File: config.mk
export PLATFORM = sky130hd
export DESIGN_NAME = cfs_aligner_regs_flat
export DESIGN_NICKNAME = d
export VERILOG_FILES = /design/src/rtl/cfs_aligner_regs_if.sv /design/src/rtl/cfs_aligner_regs.sv /design/src/flat_wrapper.sv
export SDC_FILE = /design/constraint.sdc
export NUM_CORES = 1
export LEC_CHECK = 0
export CORE_MARGIN = 8
export CORE_UTILIZATION = 43
export DETAILED_ROUTE_END_ITERATION = 10
export MAX_ROUTING_LAYER = met4
export PLACE_DENSITY = 0.84
export SETUP_SLACK_MARGIN = 0.02
export SLEW_MARGIN = 20
export SYNTH_ARGS = -nofsm -noshare
export SYNTH_HDL_FRONTEND = slang
export SYNTH_SLANG_ARGS = --single-unit
File: constraint.sdc
create_clock -name pclk -period 3.4 [get_ports pclk]
set_input_delay 0.68 -clock pclk [delete_from_list [all_inputs] [get_ports pclk]]
set_output_delay 0.68 -clock pclk [all_outputs]
set_load 0.01 [all_outputs]
File: src/rtl/cfs_aligner_regs_if.sv
// APB bus bundle between the interconnect (master) and the Aligner register block (slave).
// Carries only the handshake/data wires; pclk and preset_n stay as plain ports.
interface cfs_aligner_regs_if #(
  parameter int ADDR_WIDTH = 16,
  parameter int DATA_WIDTH = 32
);
  logic                  psel;
  logic                  penable;
  logic                  pwrite;
  logic [ADDR_WIDTH-1:0] paddr;
  logic [DATA_WIDTH-1:0] pwdata;
  logic                  pready;
  logic [DATA_WIDTH-1:0] prdata;
  logic                  pslverr;

  modport master (
    output psel, penable, pwrite, paddr, pwdata,
    input  pready, prdata, pslverr
  );

  modport slave (
    input  psel, penable, pwrite, paddr, pwdata,
    output pready, prdata, pslverr
  );
endinterface

File: src/rtl/cfs_aligner_regs.sv
// Aligner APB registers: CTRL, saturating drop counter, sticky IRQ with mask; irq output is registered.
// ACCESS completes after WAIT_STATES stall cycles (pready low); prdata/pslverr are combinational during pready.
module cfs_aligner_regs #(
  parameter int ADDR_WIDTH  = 16,
  parameter int DATA_WIDTH  = 32,
  parameter int WAIT_STATES = 0
) (
  input  logic                 pclk,
  input  logic                 preset_n,
  cfs_aligner_regs_if.slave    apb,
  output logic [2:0]           ctrl_size,
  output logic [1:0]           ctrl_offset,
  output logic                 ctrl_clr,
  input  logic                 drop_evt,
  input  logic [4:0]           irq_evt,
  output logic                 irq
);

  localparam logic [ADDR_WIDTH-1:0] A_CTRL   = ADDR_WIDTH'('h0000);
  localparam logic [ADDR_WIDTH-1:0] A_STATUS = ADDR_WIDTH'('h000C);
  localparam logic [ADDR_WIDTH-1:0] A_IRQEN  = ADDR_WIDTH'('h00F0);
  localparam logic [ADDR_WIDTH-1:0] A_IRQ    = ADDR_WIDTH'('h00F4);

  logic [3:0]            wait_cnt;
  logic [7:0]            cnt_drop;
  logic [4:0]            irqen_r;
  logic [4:0]            irq_r;
  logic [ADDR_WIDTH-1:0] addr_w;
  logic                  access;
  logic                  ready;
  logic                  sel_ctrl, sel_status, sel_irqen, sel_irq, unmapped;
  logic [2:0]            wsize;
  logic [1:0]            woff;
  logic                  ctrl_bad;
  logic                  err;
  logic                  commit;
  logic [4:0]            irq_clr;
  logic [DATA_WIDTH-1:0] rdata;

  assign access = apb.psel & apb.penable;
  // Gating with preset_n keeps pready low while reset is held mid-transfer.
  assign ready  = preset_n & access & (wait_cnt == 4'(WAIT_STATES));

  assign addr_w     = {apb.paddr[ADDR_WIDTH-1:2], 2'b00};
  assign sel_ctrl   = (addr_w == A_CTRL);
  assign sel_status = (addr_w == A_STATUS);
  assign sel_irqen  = (addr_w == A_IRQEN);
  assign sel_irq    = (addr_w == A_IRQ);
  assign unmapped   = ~(sel_ctrl | sel_status | sel_irqen | sel_irq);

  assign wsize    = apb.pwdata[2:0];
  assign woff     = apb.pwdata[9:8];
  assign ctrl_bad = (wsize == 3'd0) | (wsize == 3'd3) | (wsize > 3'd4) |
                    (({2'b00, woff} + {1'b0, wsize}) > 4'd4);

  assign err = ready & (unmapped |
                        (apb.pwrite & sel_status) |
                        (apb.pwrite & sel_ctrl & ctrl_bad));
  assign commit  = ready & apb.pwrite & ~err;
  assign irq_clr = (commit & sel_irq) ? apb.pwdata[4:0] : 5'd0;

  always_comb begin
    rdata = '0;
    if (sel_ctrl)
      rdata = DATA_WIDTH'({22'd0, ctrl_offset, 5'd0, ctrl_size});
    else if (sel_status)
      rdata = DATA_WIDTH'({24'd0, cnt_drop});
    else if (sel_irqen)
      rdata = DATA_WIDTH'({27'd0, irqen_r});
    else if (sel_irq)
      rdata = DATA_WIDTH'({27'd0, irq_r});
  end

  assign apb.pready  = ready;
  assign apb.pslverr = err;
  assign apb.prdata  = (ready & ~apb.pwrite) ? rdata : '0;

  always_ff @(posedge pclk or negedge preset_n) begin
    if (!preset_n) begin
      wait_cnt    <= 4'd0;
      ctrl_size   <= 3'd1;
      ctrl_offset <= 2'd0;
      ctrl_clr    <= 1'b0;
      cnt_drop    <= 8'd0;
      irqen_r     <= 5'd0;
      irq_r       <= 5'd0;
      irq         <= 1'b0;
    end else begin
      wait_cnt <= (access & ~ready) ? wait_cnt + 4'd1 : 4'd0;

      if (commit & sel_ctrl) begin
        ctrl_size   <= wsize;
        ctrl_offset <= woff;
      end
      ctrl_clr <= commit & sel_ctrl & apb.pwdata[16];

      // A pending clear wins over a drop arriving in the same cycle.
      if (ctrl_clr)
        cnt_drop <= 8'd0;
      else if (drop_evt && cnt_drop != 8'hFF)
        cnt_drop <= cnt_drop + 8'd1;

      if (commit & sel_irqen)
        irqen_r <= apb.pwdata[4:0];

      irq_r <= (irq_r & ~irq_clr) | irq_evt;
      irq   <= |(irq_r & irqen_r);
    end
  end

endmodule

File: src/flat_wrapper.sv
// flat-port wrapper written by rule: the top's interface ports become plain ports
module cfs_aligner_regs_flat 
#(
  parameter int ADDR_WIDTH  = 16,
  parameter int DATA_WIDTH  = 32,
  parameter int WAIT_STATES = 0
)
  (pclk, preset_n, ctrl_size, ctrl_offset, ctrl_clr, drop_evt, irq_evt, irq, apb_psel, apb_penable, apb_pwrite, apb_paddr, apb_pwdata, apb_pready, apb_prdata, apb_pslverr);
  cfs_aligner_regs_if #(.ADDR_WIDTH(ADDR_WIDTH), .DATA_WIDTH(DATA_WIDTH)) apb_i ();
  input  logic pclk;
  input  logic preset_n;
  output logic [2:0] ctrl_size;
  output logic [1:0] ctrl_offset;
  output logic ctrl_clr;
  input  logic drop_evt;
  input  logic [4:0] irq_evt;
  output logic irq;
  input wire logic [$bits(apb_i.psel)-1:0] apb_psel;
  input wire logic [$bits(apb_i.penable)-1:0] apb_penable;
  input wire logic [$bits(apb_i.pwrite)-1:0] apb_pwrite;
  input wire logic [$bits(apb_i.paddr)-1:0] apb_paddr;
  input wire logic [$bits(apb_i.pwdata)-1:0] apb_pwdata;
  output wire logic [$bits(apb_i.pready)-1:0] apb_pready;
  output wire logic [$bits(apb_i.prdata)-1:0] apb_prdata;
  output wire logic [$bits(apb_i.pslverr)-1:0] apb_pslverr;
  assign apb_i.psel = apb_psel;
  assign apb_i.penable = apb_penable;
  assign apb_i.pwrite = apb_pwrite;
  assign apb_i.paddr = apb_paddr;
  assign apb_i.pwdata = apb_pwdata;
  assign apb_pready = apb_i.pready;
  assign apb_prdata = apb_i.prdata;
  assign apb_pslverr = apb_i.pslverr;
  cfs_aligner_regs #(.ADDR_WIDTH(ADDR_WIDTH), .DATA_WIDTH(DATA_WIDTH), .WAIT_STATES(WAIT_STATES)) u_core (.pclk(pclk), .preset_n(preset_n), .apb(apb_i), .ctrl_size(ctrl_size), .ctrl_offset(ctrl_offset), .ctrl_clr(ctrl_clr), .drop_evt(drop_evt), .irq_evt(irq_evt), .irq(irq));
endmodule
==> results_dict.tcl, run 1 <==
set metrics [dict create \
    core_um2 4384 \
    postLayoutSetupSlackWorst_ns 0.1224 \
    cp.required_ns 2.72 \
    vias 1710 \
    critPathKind "primary input to primary output" \
    cap_violations 0 \
    cp.arrival_ns 2.60 \
    placed_area_um2 2655 \
    grt-ovfl-total 0 \
    worst_hold_path_type "register to register" \
    finalMaxSlewViolations 0 \
    place_hpwl_um 4177 \
    drt_drc_violations_left 0 \
    r2r_end "u_core.ctrl_offset[0]$_DFFE_PN0P_" \
    holdPathEnd "u_core.wait_cnt[0]$_DFF_PN0_" \
    syn_inst 194 \
    ant_nets 0 \
    reg2reg_slack_ns 1.21 \
    finalSetupViolations 0 \
    crit_path_start_kind "primary input" \
    ios 100 \
    diodes 0 \
    synth.yosys.warnings 0 \
    cts_max_path_buffers 2 \
    cp_top_family "simple AND/OR/NAND/NOR gates" \
    critical_path.max_fanout 4 \
    viasPerCell 5.198 \
    insertion_delay_ns 0.29 \
    run_status "completed" \
    grt_pass1_vias 1818 \
    worst_setup_path_end_kind "primary output" \
    port_buffers 51 \
    p_per_area_nw_per_um2 349.9 \
    gp_congestion 0.8602 \
    grt_first_pass_wirelength_um 8769 \
    dr.first_iter.drc_count 153 \
    cp_cell_sequence "clkdlybuf4s50_1, nor4_4, nand4b_4, or2_2, buf_4, nor3_1, dlygate4sd2_1" \
    peakVddDrop_v 0.0001734 \
    finalClockSkew_ns 0.007310 \
    reg2reg_depth 7 \
    synth_edf_count 0 \
    die_w_um 83.57 \
    final_util 0.6241 \
    cts_buffers 5 \
    dieArea_um2 6983 \
    clock_sinks 29 \
    holdCritStartpoint "u_core.wait_cnt[0]$_DFF_PN0_" \
    design_area_um2 2736 \
    die_h_um 83.57 \
    synthArstFlopShare 1.000 \
    p_leak_nw 1.266 \
    slowest_delay_ns 0.44 \
    drive_gt1_frac 0.2310 \
    fin_crit_sh 0.9640 \
    max_slew_margin 0.6326 \
    synth-main-ff-cell "dfrtp_1" \
    fmax_mhz 305.1 \
    area_growth_pct 39.39 \
    fin_nets 341 \
    htree_levels 2 \
    cp_slowest_cell "clkdlybuf4s50_1" \
    row_count 24 \
    total_power_mw 0.9575 \
    cts_root_buf "clkbuf_8" \
    start_util 0.4478 \
    synth_seq_cells 29 \
    worst-path-buf-inv 3 \
    cts_tree "built" \
    dpl.cell_count 320 \
    grt_max_degree 30 \
    hold_path_depth 1 \
    antenna_found_initial 0 \
    tightest_slew_ns 0.5470 \
    cts.hold.buffers_added 0 \
    routed_wl_um 5247 \
    rsz0062_at_grt "yes" \
    final_cells 329 \
    hold_viol 0 \
    drt_pass1_iterations 4 \
    synth.distinct_cells 48 \
    post-place-ws_ns -0.2743 \
    syn_area_um2 1963 \
    ys_seq_area_frac 0.3703 \
    clk_pin_slew_ns 0.05 \
    rr_startpoint "u_core.wait_cnt[0]$_DFF_PN0_" \
    syn_avg_cell_area_um2 10.12 \
    wl_per_cell_um 15.95 \
    timing.final.crit_period_ns 3.278 \
    track_usage 0.1545 \
]
-- layer usage --
layer / GRT usage / up-vias / routed length [µm]
met3: 0.04590 / 9 / 344
met2: 0.2533 / 61 / 2655
met4: 0.05651 / 0 / 74
li1: - / 830 / -
met1: 0.1735 / 810 / 2173
met5: - / - / 0
-- area by class of cell --
type / instances / area [µm²]
Sequential cell: 29 / 726.9
Multi-Input combinational cell: 151 / 1116
Clock buffer: 8 / 80.08
Tap cell: 52 / 65.06
Fill cell: 381 / 1648
Inverter: 7 / 26.28
Timing Repair Buffer: 82 / 721.9
-- through the flow --
step,hold slack [ns],TNS [ns]
floorplan,0.3844,0
global placement,0.4755,-1.222
detailed placement,0.4835,-1.470
CTS,0.4912,0
global route,0.5257,0
finish,0.4832,0
-- cells in the final DEF, fill, tap and decap left out, types with 4 or more instances in the layout --
| cell | instances |
|---|---|
| clkdlybuf4s50_1 | 40 |
| buf_4 | 31 |
| dfrtp_1 | 28 |
| conb_1 | 22 |
| nand3_1 | 13 |
| nor2_1 | 12 |
| nand2_1 | 9 |
| mux2_2 | 9 |
| dlygate4sd2_1 | 9 |
| nor3_1 | 8 |
| inv_1 | 7 |
| o31ai_1 | 7 |
| nand2b_1 | 6 |
| and3_1 | 5 |
| mux2_4 | 5 |
| ha_1 | 5 |
| clkbuf_8 | 5 |
| nor4_4 | 4 |
| a22oi_1 | 4 |
-- registers in the layout, indices dropped and copies added, names as in the netlist --
signal / cells
u_core.irqen_r: 5
u_core.ctrl_size: 3
u_core.irq_r: 5
u_core.ctrl_offset: 2
u_core.irq: 1
u_core.ctrl_clr: 1
u_core.cnt_drop: 8
u_core.wait_cnt: 4
-- Yosys cell counts, types with 2 or more instances --
library cell  count  share of area
and3_1            6          0.019
nor3_1            8          0.020
mux2_2            9          0.052
mux2_4            5          0.038
buf_4            22          0.084
dfrtp_1          28           0.36
buf_1             2         0.0038
a21oi_1           3         0.0076
inv_1             7          0.013
a221oi_1          3          0.013
nand2_1           9          0.017
nand3_1          13          0.033
nor2_1           12          0.023
o31ai_1           7          0.027
ha_1              5          0.032
nand2b_1          6          0.019
o21ai_0           3         0.0076
or4_1             3          0.011
mux2i_1           2          0.010
xnor2_1           3          0.013
nor4_4            3          0.033
a31oi_1           2         0.0064
clkbuf_1          4         0.0076
a22oi_1           4          0.015
xor2_1            2         0.0089
-- worst max-delay path by stage --
stage | start | to | slack (ns) | depth (start not counted)
finish | apb_paddr[9] | apb_prdata[1] | 0.12 | 7
global route | apb_pwdata[0] | apb_pslverr | 0.008 | 8
CTS | apb_pwdata[0] | apb_pslverr | 0.07 | 8
detailed placement | apb_pwdata[0] | apb_pslverr | -0.27 | 8
global placement | apb_paddr[9] | apb_prdata[2] | -0.28 | 6
floorplan | apb_paddr[9] | apb_prdata[2] | 0.61 | 4
-- what timing repair did --
| action | in CTS | in global routing |
|---|---|---|
| setup endpoints to repair | 11 | 2 |
| pin swaps | 1 | 1 |
| resized for setup | 15 | 4 |
| hold endpoints to repair | 0 | 0 |
| setup buffers | 1 | 0 |
-- cells by family after synthesis --
kind of cell	after synthesis	synth area share
multiplexers	16	0.1001
XOR/XNOR	5	0.02231
adder cells (fa/ha/maj)	6	0.04207
other	1	0.001910
AO/OA/AOI/OAI	30	0.1115
AND/OR/NAND/NOR	72	0.2428
flip-flops	29	0.3703
buffers and inverters	35	0.1090
-- worst register-to-register path: stages (launching register included) --
cell      delay (ns)
dfrtp_1         0.40
inv_1           0.07
ha_1            0.14
and4bb_2        0.27
nand4b_4        0.11
buf_4           0.20
nor4_4          0.55
mux2_4          0.35
-- power by group --
part	internal [mW]	total, mW	switching, mW
combinational	0.118	0.236	0.117
clock	0.145	0.272	0.127
sequential	0.391	0.450	0.0591
total	0.654	0.957	0.304
(Power assumes the default switching activity.)
==> run 2, diff against run 1 <==
--- a/config.mk
+++ b/config.mk
@@ -7,7 +7,10 @@
 export LEC_CHECK = 0
 export CORE_MARGIN = 8
 export CORE_UTILIZATION = 43
+export CTS_BUF_LIST = sky130_fd_sc_hd__clkbuf_16
+export CTS_CLUSTER_DIAMETER = 100
 export DETAILED_ROUTE_END_ITERATION = 10
+export GPL_ROUTABILITY_DRIVEN = 0
 export MAX_ROUTING_LAYER = met4
 export PLACE_DENSITY = 0.84
 export SETUP_SLACK_MARGIN = 0.02
==> run 2 against run 1 <==
Setup slack worse by 0.0019 ns; cell area is 2.1% higher; register-to-register slack about the same; sequential share of layout area is 0.54 points lower; global-route usage is essentially flat; final cell count did not move; first-iteration DRC count shrank 3.9%; routed wire length is 0.86% higher; largest cell class unchanged.
==> results_dict.tcl, run 2 (synthesis gave the netlist of run 1 again) <==
set metrics [dict create \
    die_h_um 83.57 \
    multi_input_area_um2 1116 \
    peakVddDrop_v 0.0002246 \
    worst_setup_path_end_kind "primary output" \
    fmax_mhz 304.9 \
    critPathKind "primary input to primary output" \
    hold_viol 0 \
    row_count 24 \
    cts_tree "built" \
    vias 1727 \
    cp_cell_sequence "clkdlybuf4s50_1, nor4_4, nand4b_4, or2_2, buf_4, nor3_1, dlygate4sd2_1" \
    rr_startpoint "u_core.wait_cnt[0]$_DFF_PN0_" \
    timing.final.crit_period_ns 3.279 \
    drt_pass1_iterations 4 \
    max_slew_margin 0.6418 \
    ant_nets 0 \
    fin_crit_sh 0.9646 \
    diodes 0 \
    r2r_end "u_core.ctrl_offset[0]$_DFFE_PN0P_" \
    clk_pin_slew_ns 0.05 \
    grt_first_pass_wirelength_um 8776 \
    dr.first_iter.drc_count 147 \
    reg2reg_slack_ns 1.22 \
    track_usage 0.1543 \
    rsz0062_at_grt "no" \
    start_util 0.4478 \
    routed_wl_um 5292 \
    largest_register_ffs 8 \
    cp_slowest_cell "clkdlybuf4s50_1" \
    fillCellCount 362 \
    wl_per_cell_um 16.09 \
    grt_max_degree 30 \
    cts_root_buf "clkbuf_16" \
    clock_sinks 29 \
    p_leak_nw 1.304 \
    hold_path_depth 1 \
    p_per_area_nw_per_um2 390.8 \
    total_power_mw 1.091 \
    cp.required_ns 2.72 \
    startpoint "apb_paddr[9]" \
    top_regs "u_core.cnt_drop x8, u_core.irq_r x5, u_core.irqen_r x5" \
    slowest_delay_ns 0.44 \
    cp_top_family "simple AND/OR/NAND/NOR gates" \
    fin_nets 341 \
    worst-path-buf-inv 3 \
    insertion_delay_ns 0.28 \
    run_status "completed" \
    tightest_slew_ns 0.5333 \
    area_growth_pct 42.26 \
    path_depth 7 \
    die_w_um 83.57 \
    finalMaxSlewViolations 0 \
    worst_hold_path_type "register to register" \
    finalClockSkew_ns 0.004079 \
    crit_path_start_kind "primary input" \
    viasPerCell 5.249 \
    finalSetupViolations 0 \
    layout_common_cells "clkdlybuf4s50_1 (40), buf_4 (31), dfrtp_1 (28)" \
    drt_drc_violations_left 0 \
    drive_gt1_frac 0.2310 \
    largest-register "u_core.cnt_drop" \
    reg2reg_depth 7 \
    ios 100 \
    core_um2 4384 \
    cp.arrival_ns 2.60 \
    crit_end "apb_prdata[1]" \
    final_common_cell "clkdlybuf4s50_1" \
    grt_pass1_vias 1821 \
    cts_buffers 5 \
    cap_violations 0 \
    seq_area_um2 726.9 \
    dieArea_um2 6983 \
    antenna_found_initial 0 \
    grt-ovfl-total 0 \
    critical_path.max_fanout 4 \
    port_buffers 51 \
    holdWs_ns 0.4851 \
    cts_max_path_buffers 2 \
    place_hpwl_um 4177 \
    htree_levels 2 \
]
-- run 2: cell types whose count changed in the layout (fill, tap and decap cells not counted), sizes merged --
cell    change
clkbuf      -3
inv         +3
-- run 2: timing repair --
item / in CTS / in global routing
buffers inserted: 1 / 0
pin swaps: 1 / 1
hold buffers: 0 / 0
gates resized for setup: 15 / 4
endpoints found under the setup margin: 11 / 2
-- run 2: how the worst min path moves through the flow --
stage | startpoint | to | slack [ns]
after floorplan | preset_n | u_core.cnt_drop[0]$_DFFE_PN0P_ | 0.38
after global placement | u_core.wait_cnt[0]$_DFF_PN0_ | u_core.wait_cnt[0]$_DFF_PN0_ | 0.48
after detailed placement | u_core.wait_cnt[0]$_DFF_PN0_ | u_core.wait_cnt[0]$_DFF_PN0_ | 0.48
after CTS | u_core.wait_cnt[0]$_DFF_PN0_ | u_core.wait_cnt[0]$_DFF_PN0_ | 0.49
after global routing | u_core.wait_cnt[0]$_DFF_PN0_ | u_core.wait_cnt[0]$_DFF_PN0_ | 0.52
final | u_core.wait_cnt[0]$_DFF_PN0_ | u_core.wait_cnt[0]$_DFF_PN0_ | 0.49
-- run 2: where the power goes --
| part | leakage, nW | switching (mW) | internal [mW] |
|---|---|---|---|
| sequential | 0.358 | 0.0587 | 0.391 |
| combinational | 0.868 | 0.117 | 0.118 |
| clock | 0.0776 | 0.144 | 0.262 |
-- run 2: layout make-up --
class	instances	area share
Clock buffer	5	0.04480
Clock inverter	3	0.004032
Inverter	7	0.009409
Multi-Input combinational cell	151	0.3996
Sequential cell	29	0.2603
Tap cell	52	0.02330
Timing Repair Buffer	82	0.2585
-- run 2: layer usage --
layer / vias to the layer above / part of all wire / global-route usage / routed length (µm)
met2: 60 / 0.52 / 0.2526 / 2731
met4: 0 / 0.0074 / 0.05651 / 39
li1: 832 / - / - / -
met1: 828 / 0.41 / 0.1724 / 2152
met5: - / 0 / - / 0
met3: 7 / 0.070 / 0.04785 / 368
-- run 2: through the flow --
step | TNS (ns) | instances | cell area (µm²) | utilization | setup slack [ns]
4_1_cts | 0 | 329 | 2800 | 0.6387 | 0.05728
2_1_floorplan | 0 | 215 | 2042 | - | 0.6134
5_1_grt | 0 | 329 | 2793 | 0.6370 | 0.02712
3_3_place_gp | -1.222 | 320 | 2655 | 0.6056 | -0.2751
3_5_place_dp | -1.470 | 320 | 2655 | 0.6056 | -0.2743
6_report | 0 | 329 | 2793 | 0.6370 | 0.1205
-- run 2: worst reg2reg max path, cell delays in order (launching register included) --
cell	delay, ns
dfrtp_1	0.40
inv_1	0.07
ha_1	0.14
and4bb_2	0.27
nand4b_4	0.10
buf_4	0.20
nor4_4	0.54
mux2_4	0.34
==> run 3, diff against run 2 <==
--- a/config.mk
+++ b/config.mk
@@ -6,14 +6,16 @@
 export NUM_CORES = 1
 export LEC_CHECK = 0
 export CORE_MARGIN = 8
-export CORE_UTILIZATION = 43
+export CORE_UTILIZATION = 35
 export CTS_BUF_LIST = sky130_fd_sc_hd__clkbuf_16
 export CTS_CLUSTER_DIAMETER = 100
+export CTS_CLUSTER_SIZE = 40
 export DETAILED_ROUTE_END_ITERATION = 10
 export GPL_ROUTABILITY_DRIVEN = 0
 export MAX_ROUTING_LAYER = met4
-export PLACE_DENSITY = 0.84
+export PLACE_DENSITY = 0.7
 export SETUP_SLACK_MARGIN = 0.02
+export SKIP_CTS_REPAIR_TIMING = 1
 export SLEW_MARGIN = 20
 export SYNTH_ARGS = -nofsm -noshare
 export SYNTH_HDL_FRONTEND = slang
==> run 3 against run 2 <==
First-iteration DRC count is 25% lower; global-route usage is 2.2 points lower; sequential power hardly changed; clock-buffer cell count stayed put; final cell count is 6.1% higher; critical path type unchanged; largest power group unchanged; highest routed layer unchanged.
==> results_dict.tcl, run 3 (synthesis gave the netlist of run 1 again) <==
set metrics [dict create \
    die_w_um 90.89 \
    drt_drc_violations_left 0 \
    cp.required_ns 2.72 \
    cp_slowest_cell "clkdlybuf4s50_1" \
    finalMaxSlewViolations 0 \
    start_util 0.3587 \
    dr.first_iter.drc_count 110 \
    finalClockSkew_ns 0.005546 \
    postLayoutSetupSlackWorst_ns 0.1480 \
    hold_path_depth 1 \
    die_h_um 90.89 \
    clock_sinks 29 \
    ant_nets 0 \
    wl_per_cell_um 14.99 \
    peakVddDrop_v 0.0001740 \
    place_hpwl_um 4213 \
    worst_hold_path_type "register to register" \
    rsz0062_at_grt "no" \
    worst_setup_path_end_kind "primary output" \
    cts_max_path_buffers 2 \
    dr_wl_met2_um 2352 \
    dieArea_um2 8261 \
    cp.arrival_ns 2.57 \
    critical_path.max_fanout 2 \
    p_leak_nw 1.454 \
    row_count 27 \
    fillCellCount 524 \
    post-place-ws_ns -0.2917 \
    tightest_slew_ns 0.5237 \
    fmax_mhz 307.5 \
    viasPerCell 4.883 \
    insertion_delay_ns 0.27 \
    core_um2 5473 \
    wl_met3_um 397 \
    grt-ovfl-total 0 \
    critPathKind "primary input to primary output" \
    holdPathEnd "u_core.wait_cnt[0]$_DFF_PN0_" \
    track_usage 0.1318 \
    port_buffers 51 \
    cp_cell_sequence "clkdlybuf4s50_1, nor4_4, nand4b_4, or2_2, a2111oi_2, buf_4, dlymetal6s2s_1" \
    grt_max_degree 30 \
    top_regs "u_core.cnt_drop x8, u_core.irq_r x5, u_core.irqen_r x5" \
    largest_register_ffs 8 \
    slowest_delay_ns 0.44 \
    cts_buffers 5 \
    final_common_cell "clkdlybuf4s50_1" \
    holdWs_ns 0.4804 \
    worst-path-buf-inv 3 \
    fin_nets 341 \
    r2r_end "u_core.ctrl_size[1]$_DFFE_PN0P_" \
    p_per_area_nw_per_um2 381.4 \
    clk_pin_slew_ns 0.04 \
    drive_gt1_frac 0.2274 \
    timing.final.crit_period_ns 3.252 \
    reg2reg_slack_ns 1.22 \
    hold_viol 0 \
    reg2reg_depth 7 \
    run_status "completed" \
    largest-register "u_core.cnt_drop" \
    ios 100 \
    holdCritStartpoint "u_core.wait_cnt[0]$_DFF_PN0_" \
    grt_first_pass_wirelength_um 8673 \
    routed_wl_um 5230 \
    max_slew_margin 0.6483 \
    cap_violations 0 \
    drt_pass1_iterations 4 \
    rr_startpoint "u_core.wait_cnt[0]$_DFF_PN0_" \
    cts_root_buf "clkbuf_16" \
    crit_path_start_kind "primary input" \
    grt_pass1_vias 1767 \
    cp_top_family "simple AND/OR/NAND/NOR gates" \
    cts_tree "built" \
    vias 1704 \
    path_depth 7 \
    fin_crit_sh 0.9565 \
    area_growth_pct 45.83 \
    met1_length_um 2425 \
    diodes 0 \
    htree_levels 2 \
    finalSetupViolations 0 \
    antenna_found_initial 0 \
    layout_common_cells "clkdlybuf4s50_1 (40), buf_4 (31), dfrtp_1 (28)" \
    routed.top_layer "met4" \
]
-- run 3: cell types whose count changed in the layout (fill, tap and decap cells not counted), sizes merged --
cell / change
clkinv: +3
dlymetal6s2s: +11
inv: -3
dlygate4sd2: -9
clkbuf: -2
-- run 3: metrics by stage --
step                      total power, mW  cells  TNS, ns  instance area (µm²)  utilization
after CTS                           1.098    348   -1.822                 2818       0.5149
after detailed placement           0.6877    340   -1.733                 2680       0.4897
final                               1.092    349        0                 2863       0.5231
after floorplan                    0.5908    215        0                 2042            -
after global routing                1.160    349        0                 2863       0.5231
after global placement             0.6773    340   -1.452                 2680       0.4897
-- run 3: worst register-to-register path, stage by stage, from the launching register on --
cell and delay (ns):
dfrtp_1 0.40, inv_1 0.07, ha_1 0.13, and4bb_2 0.27, nand4b_4 0.11, buf_4 0.20
nor4_4 0.53, mux2_4 0.35
-- run 3: final cells by class --
cell class,instances,area [µm²],area share
Multi-Input combinational cell,151,1111,0.3881
Timing Repair Buffer,82,770.7,0.2692
Sequential cell,29,726.9,0.2539
Clock buffer,5,125.1,0.04371
Tap cell,72,90.09,0.03147
Inverter,7,26.28,0.009178
Clock inverter,3,12.51,0.004371
-- run 3: where the power goes --
part / switching (mW) / leakage, nW / internal [mW]
clock: 0.142 / 0.0687 / 0.263
combinational: 0.115 / 1.03 / 0.119
sequential: 0.0617 / 0.358 / 0.391
total: 0.319 / 1.45 / 0.773
-- run 3: layer usage --
| metal | track usage | vias up |
|---|---|---|
| met3 | 0.05320 | 6 |
| met2 | 0.1967 | 67 |
| met4 | 0.03274 | 0 |
| met1 | 0.1618 | 799 |
| li1 | - | 832 |
| met5 | - | - |
-- run 3: worst max path at each step --
stage / slack [ns] / end / start
3_3_place_gp: -0.30 / apb_prdata[2] / apb_paddr[9]
3_5_place_dp: -0.29 / apb_pslverr / apb_pwdata[8]
4_1_cts: -0.31 / apb_pslverr / apb_pwdata[8]
2_1_floorplan: 0.61 / apb_prdata[2] / apb_paddr[9]
6_report: 0.15 / apb_prdata[2] / apb_paddr[13]
5_1_grt: 0.03 / apb_prdata[2] / apb_paddr[10]
